--- config.mk ---
export PLATFORM = sky130hd
export DESIGN_NAME = bus_ctrl
export DESIGN_NICKNAME = d
export VERILOG_FILES = /design/src/rtl/bus_ctrl.sv
export SDC_FILE = /design/constraint.sdc
export NUM_CORES = 1
export LEC_CHECK = 0
export ABC_CLOCK_PERIOD_IN_PS = 9500
export CORE_MARGIN = 5
export CORE_UTILIZATION = 25
export DETAILED_ROUTE_END_ITERATION = 10
export DONT_BUFFER_PORTS = 1
export MAX_ROUTING_LAYER = met4
export SKIP_LAST_GASP = 1
export SLEW_MARGIN = 20
export SYNTH_ARGS = -nofsm -noshare
export SYNTH_HDL_FRONTEND = slang
export SYNTH_SLANG_ARGS = --single-unit
--- constraint.sdc ---
create_clock -name clk -period 9.5 [get_ports clk]
set_input_delay 0.95 -clock clk [delete_from_list [all_inputs] [get_ports clk]]
set_output_delay 0.95 -clock clk [all_outputs]
set_load 0.1 [all_outputs]
--- src/rtl/bus_ctrl.sv ---
// Load/store bus controller: byte/halfword/word access, read-modify-write for sub-word stores.
// Optional bus wait abort enabled by defining BUS_TIMEOUT_EN (limit set by TIMEOUT).
//   state | meaning
//   IDLE  | waiting for req
//   RD    | read request on bus (load or RMW fetch)
//   WR    | write request on bus
//   FIN   | transaction complete, result registered next edge
//   ERR   | misaligned/illegal/timeout, fault registered next edge
module bus_ctrl #(
  parameter int TIMEOUT = 255
) (
  input  logic        clk,
  input  logic        rst,
  input  logic        req,
  input  logic        req_we,
  input  logic [31:0] req_addr,
  input  logic [31:0] req_wdata,
  input  logic [1:0]  req_size,
  input  logic        req_unsigned,
  output logic        busy,
  output logic        done,
  output logic        fault,
  output logic [31:0] rdata,
  output logic [31:0] bus_addr,
  output logic [31:0] bus_wdata,
  output logic        bus_we,
  output logic        bus_rreq,
  input  logic [31:0] bus_rdata,
  input  logic        bus_rdy
);

  typedef enum logic [2:0] {IDLE, RD, WR, FIN, ERR} state_t;

  state_t      state_q, state_d;
  logic        we_q, uns_q;
  logic [1:0]  size_q;
  logic [31:0] addr_q, wdata_q, rword_q;
  logic [31:0] merged, ld_ext;
  logic [7:0]  lane_b;
  logic [15:0] lane_h;
  logic        bad, tmo_hit;

  assign bad = (req_size == 2'b11) ||
               (req_size == 2'b01 && req_addr[0]) ||
               (req_size == 2'b10 && req_addr[1:0] != 2'b00);

`ifdef BUS_TIMEOUT_EN
  logic [31:0] tmo_cnt;

  assign tmo_hit = (tmo_cnt == 32'(TIMEOUT - 1));

  // Any state change restarts the count, so each bus phase gets a full budget.
  always_ff @(posedge clk or posedge rst) begin
    if (rst)
      tmo_cnt <= '0;
    else if (state_d != state_q)
      tmo_cnt <= '0;
    else if ((state_q == RD || state_q == WR) && !bus_rdy)
      tmo_cnt <= tmo_cnt + 32'd1;
  end
`else
  assign tmo_hit = 1'b0;
`endif

  always_ff @(posedge clk or posedge rst) begin
    if (rst) state_q <= IDLE;
    else     state_q <= state_d;
  end

  always_comb begin
    state_d = state_q;
    case (state_q)
      IDLE: if (req) begin
        if (bad)                             state_d = ERR;
        else if (!req_we || req_size != 2'b10) state_d = RD;
        else                                 state_d = WR;
      end
      RD: if (bus_rdy)      state_d = we_q ? WR : FIN;
          else if (tmo_hit) state_d = ERR;
      WR: if (bus_rdy)      state_d = FIN;
          else if (tmo_hit) state_d = ERR;
      FIN:     state_d = IDLE;
      ERR:     state_d = IDLE;
      default: state_d = IDLE;
    endcase
  end

  always_ff @(posedge clk or posedge rst) begin
    if (rst) begin
      we_q    <= 1'b0;
      uns_q   <= 1'b0;
      size_q  <= 2'b00;
      addr_q  <= '0;
      wdata_q <= '0;
      rword_q <= '0;
    end else begin
      if (state_q == IDLE && req) begin
        we_q    <= req_we;
        uns_q   <= req_unsigned;
        size_q  <= req_size;
        addr_q  <= req_addr;
        wdata_q <= req_wdata;
      end
      if (state_q == RD && bus_rdy)
        rword_q <= bus_rdata;
    end
  end

  assign lane_b = rword_q[{addr_q[1:0], 3'b000} +: 8];
  assign lane_h = rword_q[{addr_q[1], 4'b0000} +: 16];

  always_comb begin
    merged = rword_q;
    case (size_q)
      2'b00:   merged[{addr_q[1:0], 3'b000} +: 8] = wdata_q[7:0];
      2'b01:   merged[{addr_q[1], 4'b0000} +: 16] = wdata_q[15:0];
      default: merged = wdata_q;
    endcase
  end

  always_comb begin
    ld_ext = rword_q;
    case (size_q)
      2'b00:   ld_ext = uns_q ? {24'd0, lane_b} : {{24{lane_b[7]}}, lane_b};
      2'b01:   ld_ext = uns_q ? {16'd0, lane_h} : {{16{lane_h[15]}}, lane_h};
      default: ld_ext = rword_q;
    endcase
    if (we_q) ld_ext = '0;
  end

  // Completion outputs are registered one edge after FIN/ERR.
  always_ff @(posedge clk or posedge rst) begin
    if (rst) begin
      done  <= 1'b0;
      fault <= 1'b0;
      rdata <= '0;
    end else begin
      done  <= (state_q == FIN) || (state_q == ERR);
      fault <= (state_q == ERR);
      if (state_q == FIN)      rdata <= ld_ext;
      else if (state_q == ERR) rdata <= '0;
    end
  end

  assign busy      = (state_q != IDLE);
  assign bus_rreq  = (state_q == RD);
  assign bus_we    = (state_q == WR);
  assign bus_addr  = {addr_q[31:2], 2'b00};
  assign bus_wdata = merged;

endmodule

==> results.yml, run 1 <==
timing:
  period_needed_ps: 5024
  finClkSkew_ps: 11.37
  max-slew-margin-rel: 0.2435
  rsz0062_at_grt: "false"
  tns_ps: 0
  slew_viol_final: 0
  finalSetupViolCount: 0
  finalCritPeriodShare: 0.5288
  whs_ps: 470.5
  final_hold_viol_count: 0
  worst_pin_slew_ps: 1134
  max_freq_mhz: 199.1
synth:
  synth_seq_area_share: 0.5128
  netlist_area_sq_mm: 0.006685
  synth_warnings: 0
  ys_types: 54
  ys_seq_elements: 137
  yosys-top-cells-area: "dfrtp_1 (51%), mux2_2 (15%), buf_4 (4.5%), a221o_1 (3.6%), a22o_1 (3.1%)"
  syn_avg_cell_area_sq_um: 11.85
  async_reset_ff_frac: 1.000
  synth_edf_count: 0
  ys.flop_type: "dfrtp_1"
  synth_top_area_cell: "dfrtp_1"
  synth_top_cells_by_count: "dfrtp_1 (137), mux2_2 (90), nand2_1 (48)"
  netlist.area_leader.share: 0.5128
  synth.most_common_cell: "dfrtp_1"
  syn_inst: 564
die:
  die_y_um: 173.5
  die_x_um: 173.5
  ios: 205
  initial_core_util: 0.2551
  dieArea_sq_mm: 0.03011
  std_cell_rows: 59
  core-area_sq_mm: 0.02621
drt:
  drt_first_pass_iters: 4
  ant_nets: 0
  routedWlPerCell_um: 25.61
  drcViolationCount: 0
  wl_um: 22330
  dr_total_vias: 4580
  drt_iter0_markers: 285
  viasPerCell: 5.252
clock_tree:
  htreeDepth: 4
  cts-root-buf: "clkbuf_16"
  cts_buffers: 17
  cts_tree: "built"
  clock_path_buffers: 2
  clk_pin_slew_ps: 60
  clk_latency_ps: 420
  ctsHoldBuffers: 0
  cts_setup_buffers: 0
  cts_resized: 0
  cts_sinks: 137
setup_path:
  critPathMaxStageDelay_ps: 1040
  worst_setup_path_end_kind: "output port"
  slowest_stage: "dfrtp_1"
  critPathMaxFanout: 25
  crit_required_ps: 8550
  arrival_ps: 4070
  rr_startpoint: "state_q[0]"
  path_cells: "inv_1 > ha_1 > nand4bb_1 > o21ai_1 > a22oi_1 > o21ai_2"
  crit_start: "addr_q[1]"
  path_class: "reg2out"
  startpoint_type: "flip-flop"
global_routing:
  antenna_found_initial: 1
  grt_max_degree: 71
  grt.overflow.total: 0
  grt_pass1_vias: 4774
  grt_util_all_layers: 0.1505
  grt_pass1_wl_um: 32620
layout:
  nFillCells: 2714
  final_util: 0.2831
  nets: 632
  area_growth_pct: 10.99
  drive_gt1_frac: 0.2854
  layoutNonFillerInstCount: 872
run_status:
  run_status: "complete, no violations"
placement:
  globalplace.congestion: 0.8109
  detailed_place_hpwl_um: 16330
  io_buffers: 0
  dp.cells: 839
run:
  drv_cap: 0
hold_path:
  holdCritPathClass: "in2async"
==> cells in the final DEF (no fill, tap or decap), types with 3 or more instances in the layout <==
| cell | n |
|---|---|
| o22ai_1 | 7 |
| bufinv_16 | 4 |
| buf_4 | 6 |
| mux2i_1 | 9 |
| inv_1 | 16 |
| inv_6 | 6 |
| mux2_1 | 6 |
| a22oi_1 | 16 |
| o21ai_2 | 8 |
| mux2_2 | 90 |
| nor2_1 | 10 |
| clkinv_4 | 3 |
| nor2b_1 | 4 |
| o31ai_1 | 8 |
| a22o_1 | 24 |
| ha_1 | 5 |
| a21oi_1 | 26 |
| dfrtp_1 | 136 |
| clkbuf_16 | 17 |
| o21ai_0 | 20 |
| nand2_1 | 48 |
| a221o_1 | 24 |
==> through the flow <==
| stage | area [sq um] | setup WS (ps) |
|---|---|---|
| 6_report | 7420 | 4476 |
| 5_1_grt | 7420 | 4203 |
| 4_1_cts | 7417 | 4471 |
| 3_5_place_dp | 6769 | 4931 |
| 3_3_place_gp | 6769 | 5050 |
| 2_1_floorplan | 6689 | 4713 |
==> routing by layer <==
layer	vias up	wire length (um)	global-route usage
met5	-	0	-
met4	0	689	0.05720
met3	40	2047	0.05671
met2	247	10430	0.2286
met1	2335	9172	0.1823
li1	1958	-	-
==> final timing paths <==
| path | end | slack (ps) | depth (start not counted) |
|---|---|---|---|
| worst min-delay path | addr_q[24] | 470 | 1 |
| worst max-delay path | bus_wdata[22] | 4480 | 6 |
| worst max register to register | rword_q[27] | 6480 | 3 |
| max in group asynchronous | size_q[1] | 7630 | 2 |
| min in group clk | wdata_q[24] | 490 | 1 |
| worst min register to register | wdata_q[24] | 490 | 1 |
==> registers in the layout, summed over array words and instances, names as in the netlist <==
signal,flops
done,1
wdata_q,32
size_q,2
state_q,3
rdata,32
rword_q,32
uns_q,1
we_q,1
addr_q,32
fault,1
==> cell type report <==
cell class | count | area, sq um | area share
clock inverters | 14 | 209.0 | 0.02816
inverters | 18 | 72.57 | 0.009781
repair buffers | 6 | 45.04 | 0.006071
diodes | 1 | 2.502 | 0.0003373
multi-input cells | 343 | 2803 | 0.3777
flip-flops and latches | 137 | 3430 | 0.4622
well taps | 335 | 419.2 | 0.05649
clock buffers | 18 | 439.2 | 0.05919
==> worst max-delay path, delay by kind of cell (launching register included) <==
kind / cells / cell delay [ps]
AO/OA/AOI/OAI: 3 / 1680
flip-flops: 1 / 1040
buffers and inverters: 1 / 350
adder cells (fa/ha/maj): 1 / 460
AND/OR/NAND/NOR: 1 / 120
==> logic make-up (layout without fill, tap and decap cells) <==
| group | Yosys count | in the layout | synth area share |
|---|---|---|---|
| other | 1 | 3 | 0.0005609 |
| buffers and inverters | 85 | 56 | 0.07468 |
| and+or+nand+nor | 82 | 82 | 0.06064 |
| DFF | 137 | 137 | 0.5128 |
| adders and majority gates | 5 | 5 | 0.009358 |
| muxes | 107 | 107 | 0.1797 |
| AOI/OAI and AO/OA | 147 | 147 | 0.1623 |
Power of run 1 is left out: the tool's default activity adds up to more than one toggle a clock period on the data nets, which glitch-free logic cannot reach.
==> inputs of run 2 (changes only) <==
--- a/config.mk
+++ b/config.mk
@@ -5,7 +5,7 @@
 export SDC_FILE = /design/constraint.sdc
 export NUM_CORES = 1
 export LEC_CHECK = 0
-export ABC_CLOCK_PERIOD_IN_PS = 9500
+export ABC_CLOCK_PERIOD_IN_PS = 4850
 export CORE_MARGIN = 5
 export CORE_UTILIZATION = 25
 export DETAILED_ROUTE_END_ITERATION = 10
==> constraint.sdc (replaced) <==
create_clock -name clk -period 4.85 [get_ports clk]
set_input_delay 0.485 -clock clk [delete_from_list [all_inputs] [get_ports clk]]
set_output_delay 0.485 -clock clk [all_outputs]
set_load 0.1 [all_outputs]
==> run 2 against run 1 <==
Via count rose by 0.28%. Final area rose by 2.4%. Flip-flop and latch count did not move. Die area did not move. Global-route usage barely moved. Non-clock buffer count rose by 30. Core utilization rose by 0.68 points. Highest routed layer unchanged. Sequential share of layout area fell by 1.1 points. Worst hold slack got worse by 300 ps.
==> results.yml, run 2 (synthesis results as in run 1) <==
global_routing:
  grt_pass1_wl_um: 32830
  antenna_found_initial: 0
  grt_pass1_vias: 4807
  grt_max_degree: 53
  grt_util_all_layers: 0.1502
  grt.overflow.total: 0
setup_path:
  startpoint_type: "flip-flop"
  critPathMaxFanout: 32
  path_cells: "inv_1 > o21ai_1 > a21oi_1 > a22o_1 > buf_4"
  rr_startpoint: "size_q[0]"
  arrival_ps: 3650
  worst_setup_path_end_kind: "output port"
  rr_worst_depth: 4
  path_class: "reg2out"
  slowest_stage: "dfrtp_1"
  reg2reg_slack_ps: 2180
  crit_required_ps: 4370
  r2r_end: "rdata[7]"
  critPathMaxStageDelay_ps: 1010
timing:
  period_needed_ps: 4132
  finalSetupViolCount: 0
  max_freq_mhz: 242.0
  tns_ps: 0
  final_hold_viol_count: 0
  max-slew-margin-rel: 0.3163
  worst_pin_slew_ps: 1019
  finalCritPeriodShare: 0.8520
  finClkSkew_ps: 14.55
  slew_viol_final: 0
  rsz0062_at_grt: "false"
clock_tree:
  cts_sinks: 137
  cts_buffers: 17
  htreeDepth: 4
  clock_path_buffers: 2
  clk_pin_slew_ps: 70
  cts_tree: "built"
  clk_latency_ps: 430
  cts-root-buf: "clkbuf_16"
hold_path:
  whs_endpoint: "rword_q[13]"
  holdCritPathClass: "in2reg"
  hp-start: "bus_rdata[13]"
  hold_depth: 2
placement:
  detailed_place_hpwl_um: 16480
  place_area_sq_mm: 0.006992
  globalplace.congestion: 0.8374
  io_buffers: 0
layout:
  most-common-layout-cells: "dfrtp_1 (136), mux2_2 (90), nand2_1 (48)"
  final_common_cell: "dfrtp_1"
  drive_gt1_frac: 0.3216
  nets: 662
  fin_area_sq_mm: 0.007597
  area_growth_pct: 13.64
drt:
  drcViolationCount: 0
  viasPerCell: 5.092
  ant_nets: 0
  drt_first_pass_iters: 4
  routedWlPerCell_um: 24.43
  wl_um: 22030
  dr_total_vias: 4593
  drt_iter0_markers: 275
die:
  initial_core_util: 0.2551
  dieArea_sq_mm: 0.03011
  ios: 205
  std_cell_rows: 59
  die_x_um: 173.5
  die_y_um: 173.5
  core-area_sq_mm: 0.02621
run:
  drv_cap: 0
run_status:
  run_status: "complete, no violations"
## run 2: changes by cell type in the layout (fill, tap and decap cells not counted)
| cell | previous run | this run |
|---|---|---|
| buf_12 | 0 | 1 |
| buf_4 | 6 | 33 |
| buf_6 | 0 | 1 |
| bufinv_16 | 4 | 1 |
| clkbuf_8 | 1 | 0 |
| clkinv_2 | 0 | 1 |
| clkinv_4 | 3 | 2 |
| clkinvlp_4 | 1 | 2 |
| dlygate4sd3_1 | 0 | 1 |
| inv_8 | 1 | 4 |
## run 2: what timing repair did
action / in CTS / in global routing
hold buffers: 1 / 0
buffers inserted: 0 / 0
gates resized for setup: 0 / 0
endpoints found under the hold margin: 34 / 0
## run 2: metrics by stage
stage	setup slack, ps	std cells	hold slack (ps)	utilization
after floorplan	527.7	565	459.4	-
after global placement	1309	867	348.3	0.2668
after detailed placement	1223	867	351.9	0.2668
after CTS	746.1	900	158.9	0.2894
after global routing	480.3	901	161.4	0.2898
final	717.9	902	171.4	0.2899
## run 2: worst max path at each step
stage | startpoint | end | slack (ps) | cells after the start
after floorplan | addr_q[1] | bus_wdata[16] | 530 | 7
after global placement | size_q[0] | bus_wdata[7] | 1310 | 5
after detailed placement | size_q[0] | bus_wdata[7] | 1220 | 5
after CTS | size_q[0] | bus_wdata[7] | 750 | 5
after global routing | size_q[0] | bus_wdata[1] | 480 | 5
final | size_q[0] | bus_wdata[1] | 720 | 5
## run 2: critical path, delay by kind of cell (launching register included)
kind	cells	cell delay, ps
buf+inv	2	560
flops	1	1010
compound gates	3	1640
## run 2: per-layer routing
| metal | up-vias | GRT usage | wire [um] |
|---|---|---|---|
| li1 | 2022 | - | - |
| met1 | 2323 | 0.1807 | 9236 |
| met2 | 228 | 0.2345 | 10430 |
| met3 | 20 | 0.06260 | 2061 |
| met4 | 0 | 0.03791 | 301 |
| met5 | - | - | 0 |
## run 2: area by class of cell
class | instances | area (sq um)
Fill cell | 2677 | 18610
Inverter | 18 | 72.57
Clock buffer | 17 | 425.4
Sequential cell | 137 | 3430
Tap cell | 335 | 419.2
Antenna cell | 1 | 2.502
Multi-Input combinational cell | 343 | 2803
Timing Repair Buffer | 36 | 289.0
Clock inverter | 15 | 156.4
Power of run 2 is left out for the same reason.
